===== src/rtl/alu_sequencer.sv =====
// Micro-sequencer: fetches two operands from memory, runs one ALU operation,
// optionally writes the result back, then pulses o_done. All outputs are registered.
module alu_sequencer #(
   parameter int unsigned ADDR_W = 12,
   parameter int unsigned DATA_W = 8,
   parameter int unsigned OP_W   = 4
) (
   input  logic              i_clk,
   input  logic              i_reset,
   input  logic              i_start,
   input  logic [ADDR_W-1:0] i_addr_a,
   input  logic [ADDR_W-1:0] i_addr_b,
   input  logic [ADDR_W-1:0] i_addr_dst,
   input  logic [OP_W-1:0]   i_opcode,
   input  logic              i_write_back,
   output logic              o_busy,
   output logic              o_done,
   output logic [DATA_W-1:0] o_result_out,
   output logic              o_carry_out,
   output logic              o_mem_we,
   output logic              o_mem_re,
   output logic [ADDR_W-1:0] o_mem_addr,
   output logic [DATA_W-1:0] o_mem_in,
   input  logic [DATA_W-1:0] i_mem_out,
   output logic [DATA_W-1:0] o_alu_a,
   output logic [DATA_W-1:0] o_alu_b,
   output logic [OP_W-1:0]   o_alu_opcode,
   input  logic [DATA_W-1:0] i_alu_result,
   input  logic              i_alu_carry
);

   typedef enum logic [2:0] {
      StIdle, StRdA, StLatA, StRdB, StLatB, StExec, StWr, StDone
   } state_e;

   state_e            r_state;
   logic [ADDR_W-1:0] r_addr_b;
   logic [ADDR_W-1:0] r_addr_dst;
   logic [OP_W-1:0]   r_opcode;
   logic              r_write_back;
   logic [DATA_W-1:0] r_op_a;
   logic [DATA_W-1:0] r_op_b;
   logic              r_busy;
   logic              r_done;
   logic [DATA_W-1:0] r_result;
   logic              r_carry;
   logic              r_mem_we;
   logic              r_mem_re;
   logic [ADDR_W-1:0] r_mem_addr;
   logic [DATA_W-1:0] r_mem_in;

   // Memory strobes and address/data are set on the edge entering the access state
   // and default back to zero, so they are zero in every non-access state.
   always_ff @(posedge i_clk or posedge i_reset) begin
      if (i_reset) begin
         r_state      <= StIdle;
         r_addr_b     <= '0;
         r_addr_dst   <= '0;
         r_opcode     <= '0;
         r_write_back <= 1'b0;
         r_op_a       <= '0;
         r_op_b       <= '0;
         r_busy       <= 1'b0;
         r_done       <= 1'b0;
         r_result     <= '0;
         r_carry      <= 1'b0;
         r_mem_we     <= 1'b0;
         r_mem_re     <= 1'b0;
         r_mem_addr   <= '0;
         r_mem_in     <= '0;
      end else begin
         r_done     <= 1'b0;
         r_mem_we   <= 1'b0;
         r_mem_re   <= 1'b0;
         r_mem_addr <= '0;
         r_mem_in   <= '0;
         case (r_state)
            StIdle: begin
               if (i_start) begin
                  r_addr_b     <= i_addr_b;
                  r_addr_dst   <= i_addr_dst;
                  r_opcode     <= i_opcode;
                  r_write_back <= i_write_back;
                  r_busy       <= 1'b1;
                  r_mem_re     <= 1'b1;
                  r_mem_addr   <= i_addr_a;
                  r_state      <= StRdA;
               end
            end
            StRdA: r_state <= StLatA;
            StLatA: begin
               r_op_a     <= i_mem_out;
               r_mem_re   <= 1'b1;
               r_mem_addr <= r_addr_b;
               r_state    <= StRdB;
            end
            StRdB: r_state <= StLatB;
            StLatB: begin
               r_op_b  <= i_mem_out;
               r_state <= StExec;
            end
            StExec: begin
               r_result <= i_alu_result;
               r_carry  <= i_alu_carry;
               if (r_write_back) begin
                  r_mem_we   <= 1'b1;
                  r_mem_addr <= r_addr_dst;
                  r_mem_in   <= i_alu_result;
                  r_state    <= StWr;
               end else begin
                  r_done  <= 1'b1;
                  r_state <= StDone;
               end
            end
            StWr: begin
               r_done  <= 1'b1;
               r_state <= StDone;
            end
            StDone: begin
               r_busy  <= 1'b0;
               r_state <= StIdle;
            end
            default: begin
               r_busy  <= 1'b0;
               r_state <= StIdle;
            end
         endcase
      end
   end

   assign o_busy       = r_busy;
   assign o_done       = r_done;
   assign o_result_out = r_result;
   assign o_carry_out  = r_carry;
   assign o_mem_we     = r_mem_we;
   assign o_mem_re     = r_mem_re;
   assign o_mem_addr   = r_mem_addr;
   assign o_mem_in     = r_mem_in;
   assign o_alu_a      = r_op_a;
   assign o_alu_b      = r_op_b;
   assign o_alu_opcode = r_opcode;

endmodule


===== config.mk =====
export PLATFORM = sky130hd
export DESIGN_NAME = alu_sequencer
export DESIGN_NICKNAME = d
export VERILOG_FILES = /design/src/rtl/alu_sequencer.sv
export SDC_FILE = /design/constraint.sdc
export NUM_CORES = 1
export LEC_CHECK = 0
export BUFFER_PORTS_ARGS = -buffer_cell sky130_fd_sc_hd__buf_2
export CORE_MARGIN = 2
export CORE_UTILIZATION = 40
export CTS_CLUSTER_SIZE = 28
export DETAILED_ROUTE_END_ITERATION = 10
export PLACE_DENSITY = 0.65
export REMOVE_ABC_BUFFERS = 1
export SLEW_MARGIN = 20
export SYNTH_ARGS = -nofsm -noshare
export SYNTH_HDL_FRONTEND = slang
export SYNTH_SLANG_ARGS = --single-unit

===== constraint.sdc =====
create_clock -name i_clk -period 4.8 [get_ports i_clk]
set_input_delay 0.48 -clock i_clk [delete_from_list [all_inputs] [get_ports i_clk]]
set_output_delay 0.48 -clock i_clk [all_outputs]
set_load 0.005 [all_outputs]

==> results of run 1 <==
-- final cells by class --
type	count	share of cell area [%]
inverter	1	0.127
timing repair buffer	116	15.0
clock inverter	3	1.08
multi-input combinational	118	25.4
tap	102	3.25
sequential	81	51.6
clock buffer	11	3.60
-- metrics by stage --
stage / setup WS (ps) / hold WS [ps] / power (mW)
final: 2870 / 132 / 2.37
after global routing: 2670 / 157 / 2.54
after CTS: 2800 / 136 / 2.41
after detailed placement: 2810 / 456 / 1.94
after global placement: 2880 / 449 / 1.90
after floorplan: 2240 / 432 / 1.61
-- cells by family after synthesis --
| logic type | Yosys count | share of synthesized area [%] |
|---|---|---|
| DFF | 81 | 65.3 |
| muxes | 55 | 19.9 |
| xor gates and xnor gates | 2 | 0.565 |
| and+or+nand+nor | 46 | 8.15 |
| AOI/OAI and AO/OA | 15 | 3.39 |
| buffers and inverters | 12 | 2.66 |
-- layer usage --
| layer | global-route usage (%) | vias up | wire [µm] |
|---|---|---|---|
| met5 | 0 | - | 0 |
| met4 | 6.34 | 0 | 93 |
| met3 | 5.83 | 10 | 633 |
| met2 | 23.0 | 89 | 2670 |
| met1 | 19.7 | 990 | 2630 |
| li1 | - | 961 | - |
-- path summary, 6_finish.rpt --
check | endpoint | from | cells after the start | slack [ps]
max | o_mem_addr[10] | r_state[1] | 4 | 2870
min | o_alu_b[4] | i_reset | 2 | 130
max reg2reg | o_mem_addr[10] | r_state[1] | 4 | 2870
min reg2reg | o_mem_addr[5] | r_addr_dst[5] | 2 | 470
max in group asynchronous | r_addr_dst[2] | i_reset | 3 | 3650
min in group i_clk | r_addr_dst[9] | i_addr_dst[9] | 2 | 350
-- cells in the final DEF, fill, tap and decap left out, drive strengths merged --
master / synthesis / final
a22oi: 12 / 12
and2: 8 / 8
and4b: 1 / 1
buf: 10 / 116
bufinv: 0 / 1
clkbuf: 1 / 11
clkinv: 0 / 2
clkinvlp: 0 / 1
dfrtp: 81 / 81
mux2: 54 / 54
mux2i: 1 / 1
nand2: 27 / 27
nand3b: 1 / 1
nor2: 3 / 3
nor2b: 1 / 1
nor3: 1 / 1
nor3b: 3 / 3
nor4b: 1 / 1
o21ai: 3 / 3
xnor2: 1 / 1
xor2: 1 / 1
-- sequential cells by signal, indices dropped and copies added (netlist names) --
register      count
o_mem_addr       12
r_addr_b         12
r_addr_dst       12
o_alu_a           8
o_alu_b           8
o_mem_in          8
o_result_out      8
o_alu_opcode      4
r_state           3
o_busy            1
o_carry_out       1
o_done            1
o_mem_re          1
o_mem_we          1
r_write_back      1
-- report_power, final --
part / internal (mW) / leakage [nW] / switching [mW]
clock network: 0.248 / 0.0913 / 0.222
registers: 0.987 / 1.00 / 0.180
logic: 0.441 / 0.892 / 0.296
total: 1.68 / 1.98 / 0.698
==> summary.json, run 1 <==
{
  "pwr": {
    "highest_ir_drop_seen_on_vdd_uv": 225,
    "p_leak_nw": 1.98,
    "pwr_dens_nw_per_um2": 604
  },
  "setup_path": {
    "cp_buf_inv_count": 1,
    "cp_top_family": "simple AND/OR/NAND/NOR gates",
    "critical_path.endpoint_type": "flip-flop",
    "slowest_stage_cell_cp": "sky130_fd_sc_hd__nor3b_2",
    "worstSetupStartpointType": "flip-flop",
    "timing.critical_path.arrival_ps": 2210,
    "cp_data_required_time_ps": 5080,
    "cp_max_fo": 12,
    "crit_chain": "nor3b_2, buf_4, a22oi_1, nand2_1",
    "worst-setup-path-type": "flip-flop to flip-flop",
    "cpPeakStageDelay_ps": 720
  },
  "yosys": {
    "yosys_register_bits": 81,
    "synth_largest_area_cell": "sky130_fd_sc_hd__dfrtp_1",
    "synthTopCellsByArea": "sky130_fd_sc_hd__dfrtp_1 65%, sky130_fd_sc_hd__mux2_2 18%, sky130_fd_sc_hd__nand2_1 3.3%, sky130_fd_sc_hd__a22oi_1 2.9%, sky130_fd_sc_hd__mux2_1 1.8%",
    "synthesis.instances": 211,
    "post_synth_instance_area_um2": 3100,
    "synth_sequential_area_ratio_pct": 65.3,
    "ys_top_cells_by_count": "81 x sky130_fd_sc_hd__dfrtp_1, 49 x sky130_fd_sc_hd__mux2_2, 27 x sky130_fd_sc_hd__nand2_1, 12 x sky130_fd_sc_hd__a22oi_1, 8 x sky130_fd_sc_hd__and2_1",
    "synthMostInstantiatedCell": "sky130_fd_sc_hd__dfrtp_1",
    "postSynth.asyncResetShare_pct": 100,
    "yosys.area.top_type_share_pct": 65.3,
    "ys_flop_type": "sky130_fd_sc_hd__dfrtp_1",
    "ys_warn_count": 0,
    "synthesis.area_per_instance_um2": 14.7,
    "netlist-cell-type-count": 22,
    "synth_edf_count": 0
  },
  "place": {
    "gp_congestion": 0.687,
    "dp_hpwl_mm": 4.32,
    "port_buffers": 113,
    "place_area_um2": 3750,
    "dp_cells": 418
  },
  "hold_path": {
    "worst_hold_path_type": "input pin to asynchronous set/reset pin"
  },
  "clocking": {
    "worst_skew_pair_latency_ps": 340,
    "clock_sinks": 81,
    "numCtsBuffers": 9,
    "clk_pin_slew_worst_paths_ps": 80,
    "cts_tree": "done",
    "cts.root.buffer_cell": "sky130_fd_sc_hd__clkbuf_8",
    "cts-htree-levels": 3,
    "cts.path.max_buffers": 2,
    "cts_hold_repair.buffers": 0,
    "postCtsSetupRepairBufs": 0,
    "post_cts_resize_count": 0
  },
  "floorplan": {
    "fp.coreArea_um2": 7610,
    "design.die.area_um2": 8480,
    "die_span_in_y_um": 92.1,
    "design.portCount": 114,
    "initial_core_util_pct": 40.8,
    "placementRows": 32,
    "die-width_um": 92.1
  },
  "drt": {
    "first_iter_violations": 47,
    "viasPerCell": 4.75,
    "detail-route-antenna-nets": 0,
    "route.detailed.drc": 0,
    "vias": 2050,
    "detail_route.wirelength_mm": 6.03,
    "drtPass1Iterations": 4,
    "avgRoutedWirePerCell_um": 14.0
  },
  "sta": {
    "timing.max_slew.rel_slack_pct": 46.6,
    "tns_ps": 0,
    "timing.fmax_mhz": 519,
    "timing.final.hold_violations": 0,
    "ratio_of_final_minimum_period_to_clock_period_pct": 40.1,
    "minimum_clock_period_ps": 1930,
    "worst_slew_pin_slew_ps": 800,
    "fin_worst_skew_ps": 8.10,
    "drv_slew": 0,
    "rsz0062_at_grt": "no",
    "setup_viol": 0
  },
  "global_route": {
    "antenna_found_initial": 0,
    "first_global_vias": 2047,
    "groute.usage.overall_pct": 15.2,
    "grt_start_max_net_pins": 56,
    "first_pass_grt_wire_length_mm": 9.95,
    "grt_remaining_overflow": 0
  },
  "layout": {
    "diodes_inserted": 0,
    "finalNetCount": 388,
    "sequential_area_um2": 2030,
    "layoutNonFillerInstCount": 432,
    "final_util_pct": 51.7,
    "areaGrowthSynthToFinish_pct": 26.7,
    "multi_input_comb_area_um2": 998,
    "fillerInstances": 697,
    "drive_above_1_share_pct": 55.5,
    "postLayoutCellArea_um2": 3930
  },
  "status": {
    "status": "complete, no violations"
  },
  "run": {
    "cap_viol_max_count": 0
  }
}
No activity file was read; power rests on OpenSTA's default activity.
==> run 2, diff against run 1 <==
Settings changed: ABC_AREA set to 1, PLACE_DENSITY 0.65 to 0.64.
Clock period 4.8 ns to 1.9 ns, I/O delays scaled along.
==> run 2 against run 1 <==
Sequential share of layout area is 3.2 points lower. Maximum frequency is 26% higher. Combinational power grew to 2.8 times the previous value. Global-route usage is 2.6 points higher. Register-to-register slack worse by 2500 ps. Clock power grew to 3.2 times the previous value. Via count is 31% higher. Routed wire length is 21% higher. Core utilization is 2.1 points higher.
==> summary.json, run 2 <==
{
  "sta": {
    "setup_viol": 0,
    "timing.final.hold_violations": 0,
    "worst_slew_pin_slew_ps": 526,
    "timing.fmax_mhz": 652,
    "timing.max_slew.rel_slack_pct": 64.9,
    "ratio_of_final_minimum_period_to_clock_period_pct": 80.7,
    "drv_slew": 0,
    "minimum_clock_period_ps": 1530,
    "hold_ws_ps": 65.4,
    "rsz0062_at_grt": "no",
    "fin_worst_skew_ps": 8.56
  },
  "run": {
    "cap_viol_max_count": 0
  },
  "clocking": {
    "worst_skew_pair_latency_ps": 340,
    "cts.root.buffer_cell": "sky130_fd_sc_hd__clkbuf_8",
    "cts_tree": "done",
    "clk_pin_slew_worst_paths_ps": 80,
    "clock_sinks": 81,
    "cts-htree-levels": 3,
    "numCtsBuffers": 9,
    "cts.path.max_buffers": 2
  },
  "place": {
    "port_buffers": 113,
    "dp_hpwl_mm": 5.12,
    "gp_congestion": 0.757
  },
  "setup_path": {
    "worstRegToRegCells": 5,
    "critical_path.endpoint_type": "flip-flop",
    "cpPeakStageDelay_ps": 480,
    "worstSetupStartpointType": "flip-flop",
    "timing.critical_path.arrival_ps": 1750,
    "crit_chain": "nor2_4, nand3_2, buf_4, nand2_1, o21ai_1",
    "reg_to_reg_start": "r_state[2]",
    "worstSetupStartpoint": "r_state[2]",
    "cp_data_required_time_ps": 2120,
    "cp_max_fo": 38,
    "slowest_stage_cell_cp": "sky130_fd_sc_hd__dfrtp_1",
    "worst-setup-path-type": "flip-flop to flip-flop",
    "worst-r2r-setup-slack_ps": 370,
    "crit-reg2reg-capture": "r_addr_b[10]"
  },
  "layout": {
    "diodes_inserted": 0,
    "finalNetCount": 536,
    "final_util_pct": 53.7,
    "most_common_cell_after_layout_fill_and_taps_aside": "sky130_fd_sc_hd__buf_2",
    "most-common-layout-cells": "113 x sky130_fd_sc_hd__buf_2, 101 x sky130_fd_sc_hd__nand2_1, 81 x sky130_fd_sc_hd__dfrtp_1",
    "drive_above_1_share_pct": 30.6,
    "areaGrowthSynthToFinish_pct": 28.8,
    "fillerInstances": 735
  },
  "hold_path": {
    "hold_start": "i_alu_carry",
    "hold_depth": 3,
    "worst_hold_path_type": "input pin to flip-flop",
    "worst_hold_path.endpoint": "o_carry_out"
  },
  "pwr": {
    "p_leak_nw": 2.45,
    "fin_total_pwr_mw": 6.41,
    "highest_ir_drop_seen_on_vdd_uv": 527,
    "pwr_dens_nw_per_um2": 1530
  },
  "floorplan": {
    "placementRows": 32,
    "design.die.area_um2": 8880,
    "initial_core_util_pct": 41.7,
    "design.portCount": 114,
    "die-width_um": 94.2,
    "fp.coreArea_um2": 7810,
    "die_span_in_y_um": 94.2
  },
  "global_route": {
    "first_pass_grt_wire_length_mm": 12.3,
    "grt_start_max_net_pins": 39,
    "first_global_vias": 2630,
    "antenna_found_initial": 0,
    "groute.usage.overall_pct": 17.8,
    "grt_remaining_overflow": 0
  },
  "yosys": {
    "ys_top_cells_by_count": "101 x sky130_fd_sc_hd__nand2_1, 81 x sky130_fd_sc_hd__dfrtp_1, 52 x sky130_fd_sc_hd__inv_1, 38 x sky130_fd_sc_hd__o21ai_1, 26 x sky130_fd_sc_hd__nand3_1",
    "post_synth_instance_area_um2": 3260,
    "synth_sequential_area_ratio_pct": 62.3,
    "yosys_register_bits": 81,
    "synthesis.instances": 359,
    "synthTopCellsByArea": "sky130_fd_sc_hd__dfrtp_1 62%, sky130_fd_sc_hd__nand2_1 12%, sky130_fd_sc_hd__inv_1 6.0%, sky130_fd_sc_hd__o21ai_1 5.8%, sky130_fd_sc_hd__nand3_1 4.0%",
    "synth_edf_count": 0,
    "ys_flop_type": "sky130_fd_sc_hd__dfrtp_1",
    "synthMostInstantiatedCell": "sky130_fd_sc_hd__nand2_1",
    "netlist-cell-type-count": 19,
    "synthesis.area_per_instance_um2": 9.07,
    "ys_warn_count": 0,
    "postSynth.asyncResetShare_pct": 100,
    "yosys.area.top_type_share_pct": 62.3,
    "synth_largest_area_cell": "sky130_fd_sc_hd__dfrtp_1"
  },
  "drt": {
    "vias": 2687,
    "detail-route-antenna-nets": 0,
    "drtPass1Iterations": 5,
    "route.detailed.drc": 0,
    "detail_route.wirelength_mm": 7.29,
    "first_iter_violations": 76,
    "viasPerCell": 4.62,
    "avgRoutedWirePerCell_um": 12.5
  },
  "status": {
    "status": "complete, no violations"
  }
}
[run 2: cell count changes in the layout (fill, tap and decap cells not counted), sizes merged, moves of 8 or more]
cell   change
nand4     +13
nand2     +76
nor2       +9
a22oi     -12
inv       +53
o21ai     +43
mux2      -54
nand3     +28
and2       -8
[run 2: critical path, delay by kind of cell (launching register included)]
kind / cells / cell delay, ps
buffers and inverters: 1 / 270
DFF: 1 / 480
and+or+nand+nor: 3 / 580
AOI/OAI and AO/OA: 1 / 60
[run 2: power by group]
part / internal [mW] / switching [mW] / total, mW
registers: 2.42 / 0.381 / 2.80
clock network: 0.907 / 0.598 / 1.51
logic: 0.845 / 1.25 / 2.10
[run 2: cell families after synthesis]
| group | after synthesis | share of synthesized area [%] |
|---|---|---|
| DFF | 81 | 62.3 |
| xor gates and xnor gates | 1 | 0.269 |
| AOI/OAI and AO/OA | 47 | 7.23 |
| buffers and inverters | 74 | 9.26 |
| and+or+nand+nor | 156 | 21.0 |
[run 2: through the flow]
step	cell area, µm²	setup slack [ps]	instances	TNS, ps
finish	4190	367	582	0
global route	4190	234	582	0
CTS	4190	366	582	0
detailed placement	3940	382	565	0
global placement	3940	476	565	0
floorplan	3170	-370	341	-31840
[run 2: how the worst max path moves through the flow]
stage                      end  slack, ps  depth (start not counted)
2_1_floorplan       o_alu_a[0]       -370                          1
3_3_place_gp     r_addr_dst[2]        480                          5
3_5_place_dp      r_addr_b[10]        380                          5
4_1_cts           r_addr_b[10]        370                          5
5_1_grt        o_alu_opcode[0]        230                          5
6_report          r_addr_b[10]        370                          5
[run 2: area by class of cell]
cell class,instances,area (µm²),share of cell area (%)
timing repair buffer,123,656,15.6
clock inverter,5,103,2.45
inverter,56,213,5.07
sequential,81,2030,48.3
clock buffer,11,141,3.37
multi-input combinational,204,927,22.1
tap,102,128,3.04
[run 2: timing repair]
action / 4_1_cts / 5_1_grt
hold buffers: 1 / 0
setup buffers: 0 / 0
hold endpoints to repair: 28 / 0
gates resized for setup: 0 / 0
[run 2: metal layers]
metal,part of all wire [%],up-vias,GRT usage (%)
met5,0,-,0
met4,1.2,0,6.40
met3,7.1,8,4.33
met2,45,100,27.4
met1,47,1226,24.6
li1,-,1353,-
